### src/rtl/vdp_vram_arbiter.sv
// vdp_vram_arbiter
//   Shares the single VRAM port between the background tile fetcher and the
//   CPU data port. The fetcher always wins. CPU writes queue in a small FIFO
//   and CPU reads wait in a one-deep request FSM. Both are served only in
//   free cycles, which are blanking or fetcher phases 3 and 0. In phases 3
//   and 0 the fetcher drives a dummy address and ignores the read data.
//
// Ports
//   clk, rst_n        pixel clock; synchronous active-low reset
//   active            1 = active display
//   slot_phase        fetcher tile column for the current cycle
//   bg_vram_addr      fetcher address (combinational pass-through)
//   cpu_wr_*          write request/ready handshake into the FIFO
//   cpu_rd_*          single-outstanding read request, busy, valid pulse, data
//   vram_*            VRAM macro port; vram_rdata is valid in the same cycle
//
// Read FSM
//   state   | meaning
//   RD_IDLE | no read outstanding, a new request is accepted
//   RD_WAIT | address latched, waiting for a free cycle with the FIFO empty
//   RD_DONE | data captured, cpu_rd_valid pulses for this one cycle
module vdp_vram_arbiter #(
  parameter int FIFO_DEPTH = 4
) (
  input  logic        clk,
  input  logic        rst_n,
  input  logic        active,
  input  logic [2:0]  slot_phase,
  input  logic [13:0] bg_vram_addr,
  input  logic        cpu_wr_valid,
  input  logic [13:0] cpu_wr_addr,
  input  logic [7:0]  cpu_wr_data,
  output logic        cpu_wr_ready,
  input  logic        cpu_rd_req,
  input  logic [13:0] cpu_rd_addr,
  output logic        cpu_rd_busy,
  output logic        cpu_rd_valid,
  output logic [7:0]  cpu_rd_data,
  output logic [13:0] vram_addr,
  output logic        vram_we,
  output logic [7:0]  vram_wdata,
  input  logic [7:0]  vram_rdata
);

  localparam int AW = $clog2(FIFO_DEPTH);

  localparam logic [1:0] RD_IDLE = 2'd0;
  localparam logic [1:0] RD_WAIT = 2'd1;
  localparam logic [1:0] RD_DONE = 2'd2;

  localparam logic [AW:0] PTR_ONE = {{AW{1'b0}}, 1'b1};

  logic [AW:0]  wr_ptr_q, wr_ptr_d;
  logic [AW:0]  rd_ptr_q, rd_ptr_d;
  logic [21:0]  fifo_mem_q [FIFO_DEPTH];
  logic [21:0]  fifo_mem_d [FIFO_DEPTH];
  logic         wr_ready_q, wr_ready_d;
  logic [1:0]   rd_state_q, rd_state_d;
  logic [13:0]  rd_addr_q, rd_addr_d;
  logic [7:0]   rd_data_q, rd_data_d;

  logic         free_slot;
  logic         fifo_empty;
  logic         full_next;
  logic         push;
  logic         pop;
  logic         rd_grant;
  logic [21:0]  fifo_head;

  // Decided from this cycle's inputs only; nothing about the slot pattern is stored.
  assign free_slot  = ~active | (slot_phase == 3'd3) | (slot_phase == 3'd0);
  assign fifo_empty = (wr_ptr_q == rd_ptr_q);
  assign fifo_head  = fifo_mem_q[rd_ptr_q[AW-1:0]];

  // wr_ready_q is already low at full, so a pop in the same cycle cannot
  // open a slot for a push until the next cycle.
  assign push     = rst_n & cpu_wr_valid & wr_ready_q;
  assign pop      = rst_n & free_slot & ~fifo_empty;
  // The FIFO must be empty, so the read sees every write queued before it,
  // including writes pushed while it was waiting.
  assign rd_grant = rst_n & free_slot & fifo_empty & (rd_state_q == RD_WAIT);

  always_comb begin
    wr_ptr_d   = push ? wr_ptr_q + PTR_ONE : wr_ptr_q;
    rd_ptr_d   = pop  ? rd_ptr_q + PTR_ONE : rd_ptr_q;
    fifo_mem_d = fifo_mem_q;
    if (push) begin
      fifo_mem_d[wr_ptr_q[AW-1:0]] = {cpu_wr_addr, cpu_wr_data};
    end
    // The FIFO is full when the pointer MSBs differ and the index bits match.
    full_next  = (wr_ptr_d[AW] != rd_ptr_d[AW]) &&
                 (wr_ptr_d[AW-1:0] == rd_ptr_d[AW-1:0]);
    wr_ready_d = ~full_next;
  end

  always_comb begin
    rd_state_d = rd_state_q;
    rd_addr_d  = rd_addr_q;
    rd_data_d  = rd_data_q;
    case (rd_state_q)
      RD_IDLE: begin
        if (cpu_rd_req) begin
          rd_addr_d  = cpu_rd_addr;
          rd_state_d = RD_WAIT;
        end
      end
      RD_WAIT: begin
        if (rd_grant) begin
          rd_data_d  = vram_rdata;
          rd_state_d = RD_DONE;
        end
      end
      RD_DONE: rd_state_d = RD_IDLE;
      default: rd_state_d = RD_IDLE;
    endcase
  end

  always_ff @(posedge clk) begin
    fifo_mem_q <= fifo_mem_d;
    if (!rst_n) begin
      wr_ptr_q   <= '0;
      rd_ptr_q   <= '0;
      wr_ready_q <= 1'b0;
      rd_state_q <= RD_IDLE;
      rd_addr_q  <= '0;
      rd_data_q  <= '0;
    end else begin
      wr_ptr_q   <= wr_ptr_d;
      rd_ptr_q   <= rd_ptr_d;
      wr_ready_q <= wr_ready_d;
      rd_state_q <= rd_state_d;
      rd_addr_q  <= rd_addr_d;
      rd_data_q  <= rd_data_d;
    end
  end

  // Busy and valid are gated by rst_n so they show idle values while reset is held.
  assign cpu_wr_ready = wr_ready_q;
  assign cpu_rd_busy  = rst_n & (rd_state_q != RD_IDLE);
  assign cpu_rd_valid = rst_n & (rd_state_q == RD_DONE);
  assign cpu_rd_data  = rd_data_q;

  // The fetcher path stays purely combinational. CPU traffic only replaces it in free cycles.
  always_comb begin
    vram_addr  = bg_vram_addr;
    vram_we    = 1'b0;
    vram_wdata = fifo_head[7:0];
    if (rst_n && free_slot) begin
      if (!fifo_empty) begin
        vram_addr = fifo_head[21:8];
        vram_we   = 1'b1;
      end else if (rd_state_q == RD_WAIT) begin
        vram_addr = rd_addr_q;
      end
    end
  end

endmodule

### config.mk
export PLATFORM = sky130hd
export DESIGN_NAME = vdp_vram_arbiter
export DESIGN_NICKNAME = d
export VERILOG_FILES = /design/src/rtl/vdp_vram_arbiter.sv
export SDC_FILE = /design/constraint.sdc
export NUM_CORES = 1
export LEC_CHECK = 0
export ABC_CLOCK_PERIOD_IN_PS = 1900
export BUFFER_PORTS_ARGS = -buffer_cell sky130_fd_sc_hd__buf_2
export CORE_MARGIN = 2
export CORE_UTILIZATION = 40
export DETAILED_ROUTE_END_ITERATION = 8
export SLEW_MARGIN = 30
export SYNTH_ARGS = -nofsm -noshare
export SYNTH_HDL_FRONTEND = slang
export SYNTH_SLANG_ARGS = --single-unit
### constraint.sdc
create_clock -name clk -period 1.9 [get_ports clk]
set_input_delay 0.285 -clock clk [delete_from_list [all_inputs] [get_ports clk]]
set_output_delay 0.285 -clock clk [all_outputs]
set_load 0.03 [all_outputs]
After elaboration in Yosys (flattened, before gate mapping)
Index checks and enable logic that the tools add are counted.

$add $sub $neg: 2. $lt $le $gt $ge: 3. Equal/unequal tests: 8. Muxes and demuxes: 16. Bitwise logic cells: 15. Reduce and logical (&&, ||, !) cells: 9.

Operator list (number): $bwmux W88 (1); $mux W22 (3); $bmux W22 S2 (1); $demux W22 S2 (1); $mux W14 (3); $and A1 B1 Y1 (8); $add A3 B1 Y3 const B (2); $ge A3 B3 Y1 const B (2); $mux W3 (2); $not A2 Y3 (2); $reduce_and A2 Y1 (3); $mux W2 (2); $ne A2 B2 Y1 const B (2); $pmux W2 S2 (1); $eq A3 B2 Y1 const B (1); $eq A3 B3 Y1 (1); $logic_and A1 B1 Y1 (3); $logic_not A3 Y1 (1); $lt A3 B1 Y1 const B (1); $not A1 Y1 (3); $eq A2 B1 Y1 const B (1); $eq A2 B2 Y1 (1); $eq A2 B2 Y1 const B (1); $logic_not A2 Y1 (1); other kinds (4) (6).

Word-level logic and storage cells: 63. Register bits: 119. Output and inout port bits: 34. Input bits: 66.

Longest topological paths before layout
Depth in word-level cells: 9. Gate-level depth with buffers: 7.

Worst setup path after synthesis
Ideal clock, no wire load.

Path kind: in2out. From: in slot_phase[1]. To: out vram_addr[10]. Arrival time: 1.731 ns. Required time: 1.615 ns. Cell stages on the path: 6. Slack: -0.116 ns. Cell sequence: xnor2_1 -> a21o_1 -> o21a_1 -> buf_2 -> nor2_1 -> a21oi_1.

Longest elaborated chain between the ends: 5. Elaborated cells between the ends (all ways): 6. Classes of those cells: eq/ne (1); mux (1); bitwise (2); reduce/logical (2).

RTL lines: from (decl) (line 28) `input logic [2:0] slot_phase,`; $eq A3 B2 Y1 (line 71) `assign free_slot = ~active | (slot_phase == 3'd3) | (slot_phase == 3'd0);`; $or A1 B1 Y1 (line 71); $or A1 B1 Y1 (*) (line 71); $logic_and A1 B1 Y1 (*) (line 148) `if (rst_n && free_slot) begin`; $mux W14 (*) (line 148); to (decl) (line 39) `output logic [13:0] vram_addr,`.

Every way passes the cells marked *; elsewhere a longest branch is shown, timed or not.

Final worst setup path
From: reg rd_ptr_q[0]. To: out vram_addr[11].

Longest elaborated chain between the ends: 6. Elaborated cells between the ends (all ways): 7. Classes of those cells: eq/ne (1); mux (5); bitwise (1).

RTL lines: from (decl) (line 54) `logic [AW:0] rd_ptr_q, rd_ptr_d;`; from (signal assigned) (line 129) `rd_ptr_q <= rd_ptr_d;`; $not A2 Y3 (implied by the code) (line 73) `assign fifo_head = fifo_mem_q[rd_ptr_q[AW-1:0]];`; $bmux W22 S2 (line 73); $mux W22 (implied by the code) (2 in series) (line 73); $mux W14 (*) (line 149) `if (!fifo_empty) begin`; $mux W14 (*) (line 148).

Every way passes the cells marked *; elsewhere a longest branch is shown, timed or not. The select of a mux whose other input is x is not followed.

==> metrics.md <==
| Metric | Value |
|---|---|
| CP max FO | `7` |
| Hold/Removal Path Class | `input pin to flop` |
| Most frequent cells in the layout | `88 x edfxtp_1, 77 x buf_2, 29 x nand2_1` |
| Period minus WS final | `2.19 ns` |
| Final Hold Slack | `roughly 0.09 ns` |
| Cts hold-fix bufs | `0` |
| CP Data Required Time | `around 1.6 ns` |
| Rel. slew slack | `0.664` |
| Setup violators final | `22` |
| NumNets Final | `between 500 and 600` |
| Initial antenna violation count | `1` |
| Initial DRT Pass Iterations | `6` |
| WS Path Type | `flop to output pin` |
| Final worst slack | `-0.286 ns` |
| DRC Markers | `0` |
| DRT antenna net count | `0` |
| Status | `finished with violations` |
| Max IR drop VDD | `roughly 0.71 mV` |
| Iteration-0 DRC Markers | `between 150 and 200` |
| Setup Skew | `0.0102 ns` |
| Power Total | `6.93 mW` |
| Share of cells above drive strength 1 | `0.505` |
| P_int | `~5.2 mW` |
| Insertion delay to the later sink of the worst-skew pair | `approximately 0.40 ns` |
| WL/cell | `roughly 17 µm` |
| Largest net degree at the start of global routing | `29` |
| TritonCTS buffer count | `17` |
| Post-Route Setup TNS | `-5.06 ns` |
| Via Count | `approximately 3000` |
| Final Cycle Share | `1.15` |
| Core area | `11900 µm²` |
| Switching Power | `1.70 mW` |
| DP Cell Count | `567` |
| Worst-path clk slew | `about 0.06 ns` |
| Die span in x | `approximately 110 µm` |
| Die Height | `114 µm` |
| CTS sink cnt | `119` |
| Root Buffer | `clkbuf_16` |
| Max_cap viols | `0` |
| Fin area | `about 6600 µm²` |
| Finished Core Util | `0.559` |
| Die footprint | `roughly 13000 µm²` |
| Final-report hold violation count | `0` |
| Clk buf depth | `2` |
| Via-per-instance ratio | `5.06` |
| Element type at the critical path end | `output pin` |
| Grt ovf | `0` |
| Setup WS pre-CTS | `between 0.02 and 0.025 ns` |
| Unrepaired setup endpoints after global routing | `true` |
| Post-Place Cell Area | `~5700 µm²` |
| IO Count | `100` |
| Comb power frac | `0.128` |
| Initial Util | `0.405` |
| Slew Viols, Final | `0` |
| Static Leak | `between 2 and 2.5 nW` |
| DP Wirelength | `around 7 mm` |
| Clock power share | `0.456` |
| PD cells | `approximately 1000 nW/µm²` |
| Mapped Area | `4800 µm²` |
| Number of port buffers | `99` |
| Synth Net Count | `384` |
| # diodes | `0` |
| Total Routing Usage GR | `0.166` |
| Unique masters post-synth | `34` |
| First-pass GRT wire length | `about 16 mm` |
| CTS tree | `done` |
| Failing checks | `negative setup slack` |
| H-tree Lvls | `4` |
| Post-synthesis cell count | `313` |
| Syn avg cell area | `approximately 15 µm²` |
| Register bit total from synthesis | `between 100 and 150` |
| Worst-Margin Slew | `approximately 0.50 ns` |
| CP Launch Type | `flop` |
| Routability cong. | `about 0.77` |
| Area grow syn2layout | `38.0%` |
| YS warnings | `0` |
| Seq pwr share | `0.416` |
| Row Count | `40` |
| Critical Path AT | `approximately 1.9 ns` |
| Number of global-route vias before repair | `~3100` |
| Commonest non-fill, non-tap cell in the layout | `edfxtp_1` |
| Finished Layout Cells | `602` |
| Post-synthesis sequential area ratio | `0.679` |
| Post-Route WL | `around 10 mm` |
| Switching share of total power | `0.246` |
| F_max | `0.457 GHz` |
==> routing by layer <==
metal	part of all wire	track usage	vias to the layer above
li1	-	-	1444
met1	0.44	0.212	1514
met2	0.49	0.269	78
met3	0.056	0.0590	11
met4	0.010	0.0488	2
met5	0.0013	0	-
==> critical path, cell delays in order (launching register included) <==
cell,delay (ns)
dfxtp_4,0.44
buf_12,0.16
mux4_2,0.52
o22ai_2,0.17
a21oi_2,0.08
buf_6,0.13
==> cells in the mapped netlist, drive strengths merged <==
master   n  area share
o22ai   14       0.018
and2b    1      0.0016
ha       5       0.013
nand4    1      0.0026
xnor3    1      0.0047
and2     5      0.0070
mux2i    9       0.019
a21oi   31       0.035
xor3     1      0.0049
xnor2    8       0.019
a21o     2      0.0031
dfxtp   31        0.13
nor3b    1      0.0016
nor2b    2      0.0026
o21ai    2      0.0021
and3     3      0.0039
a41oi    1      0.0034
inv      4      0.0031
nor2    31       0.027
nand2   29       0.023
edfxtp  88        0.55
nand3    3      0.0031
o21a     1      0.0016
buf      9       0.012
clkbuf   8      0.0063
mux4    22        0.10
==> power by group through the flow <==
stage / combinational (mW) / clock (mW) / sequential (mW)
2_1_floorplan: 0.459 / 0 / 2.93
3_3_place_gp: 0.736 / 0 / 2.92
3_5_place_dp: 0.747 / 0 / 2.93
4_1_cts: 0.807 / 3.22 / 2.87
5_1_grt: 0.951 / 3.34 / 2.88
6_report: 0.888 / 3.16 / 2.88
==> logic make-up (layout without fill, tap and decap cells) <==
logic type | Yosys count | in the layout | share of synthesized area
multiplexers | 31 | 31 | 0.122
AO/OA/AOI/OAI | 51 | 51 | 0.0630
AND/OR/NAND/NOR | 76 | 76 | 0.0724
adder cells (fa/ha/maj) | 5 | 5 | 0.0130
flip-flops | 119 | 119 | 0.679
buffers and inverters | 21 | 163 | 0.0216
XOR/XNOR | 10 | 10 | 0.0289
==> registers in the layout, summed over array words and instances, names as in the netlist <==
register      flops
cpu_wr_ready      1
rd_ptr_q          3
wr_ptr_q          3
cpu_rd_data       8
rd_addr_q        14
fifo_mem_q       88
rd_state_q        2
==> final timing paths <==
path                                      from        endpoint  slack [ns]  cells after the start
worst max-delay path               rd_ptr_q[0]   vram_addr[11]       -0.29                      5
worst min-delay path            cpu_wr_data[4]  fifo_mem_q[26]        0.09                      1
worst max register to register     rd_ptr_q[0]    cpu_wr_ready        0.09                      7
worst min register to register   rd_addr_q[11]   rd_addr_q[11]        0.47                      2
==> cell type report <==
class	instances	area (µm²)
Fill cell	941	5230
Sequential cell	119	3270
Multi-Input combinational cell	173	1620
Timing Repair Buffer	127	948
Clock buffer	18	429
Tap cell	147	184
Clock inverter	14	164
Inverter	4	15.0
==> what timing repair did <==
item	4_1_cts	5_1_grt
setup endpoints to repair	23	23
gates resized for setup	29	61
gates cloned	0	1
buffers inserted	1	1
pin swaps	4	24
(Power assumes the default switching activity.)
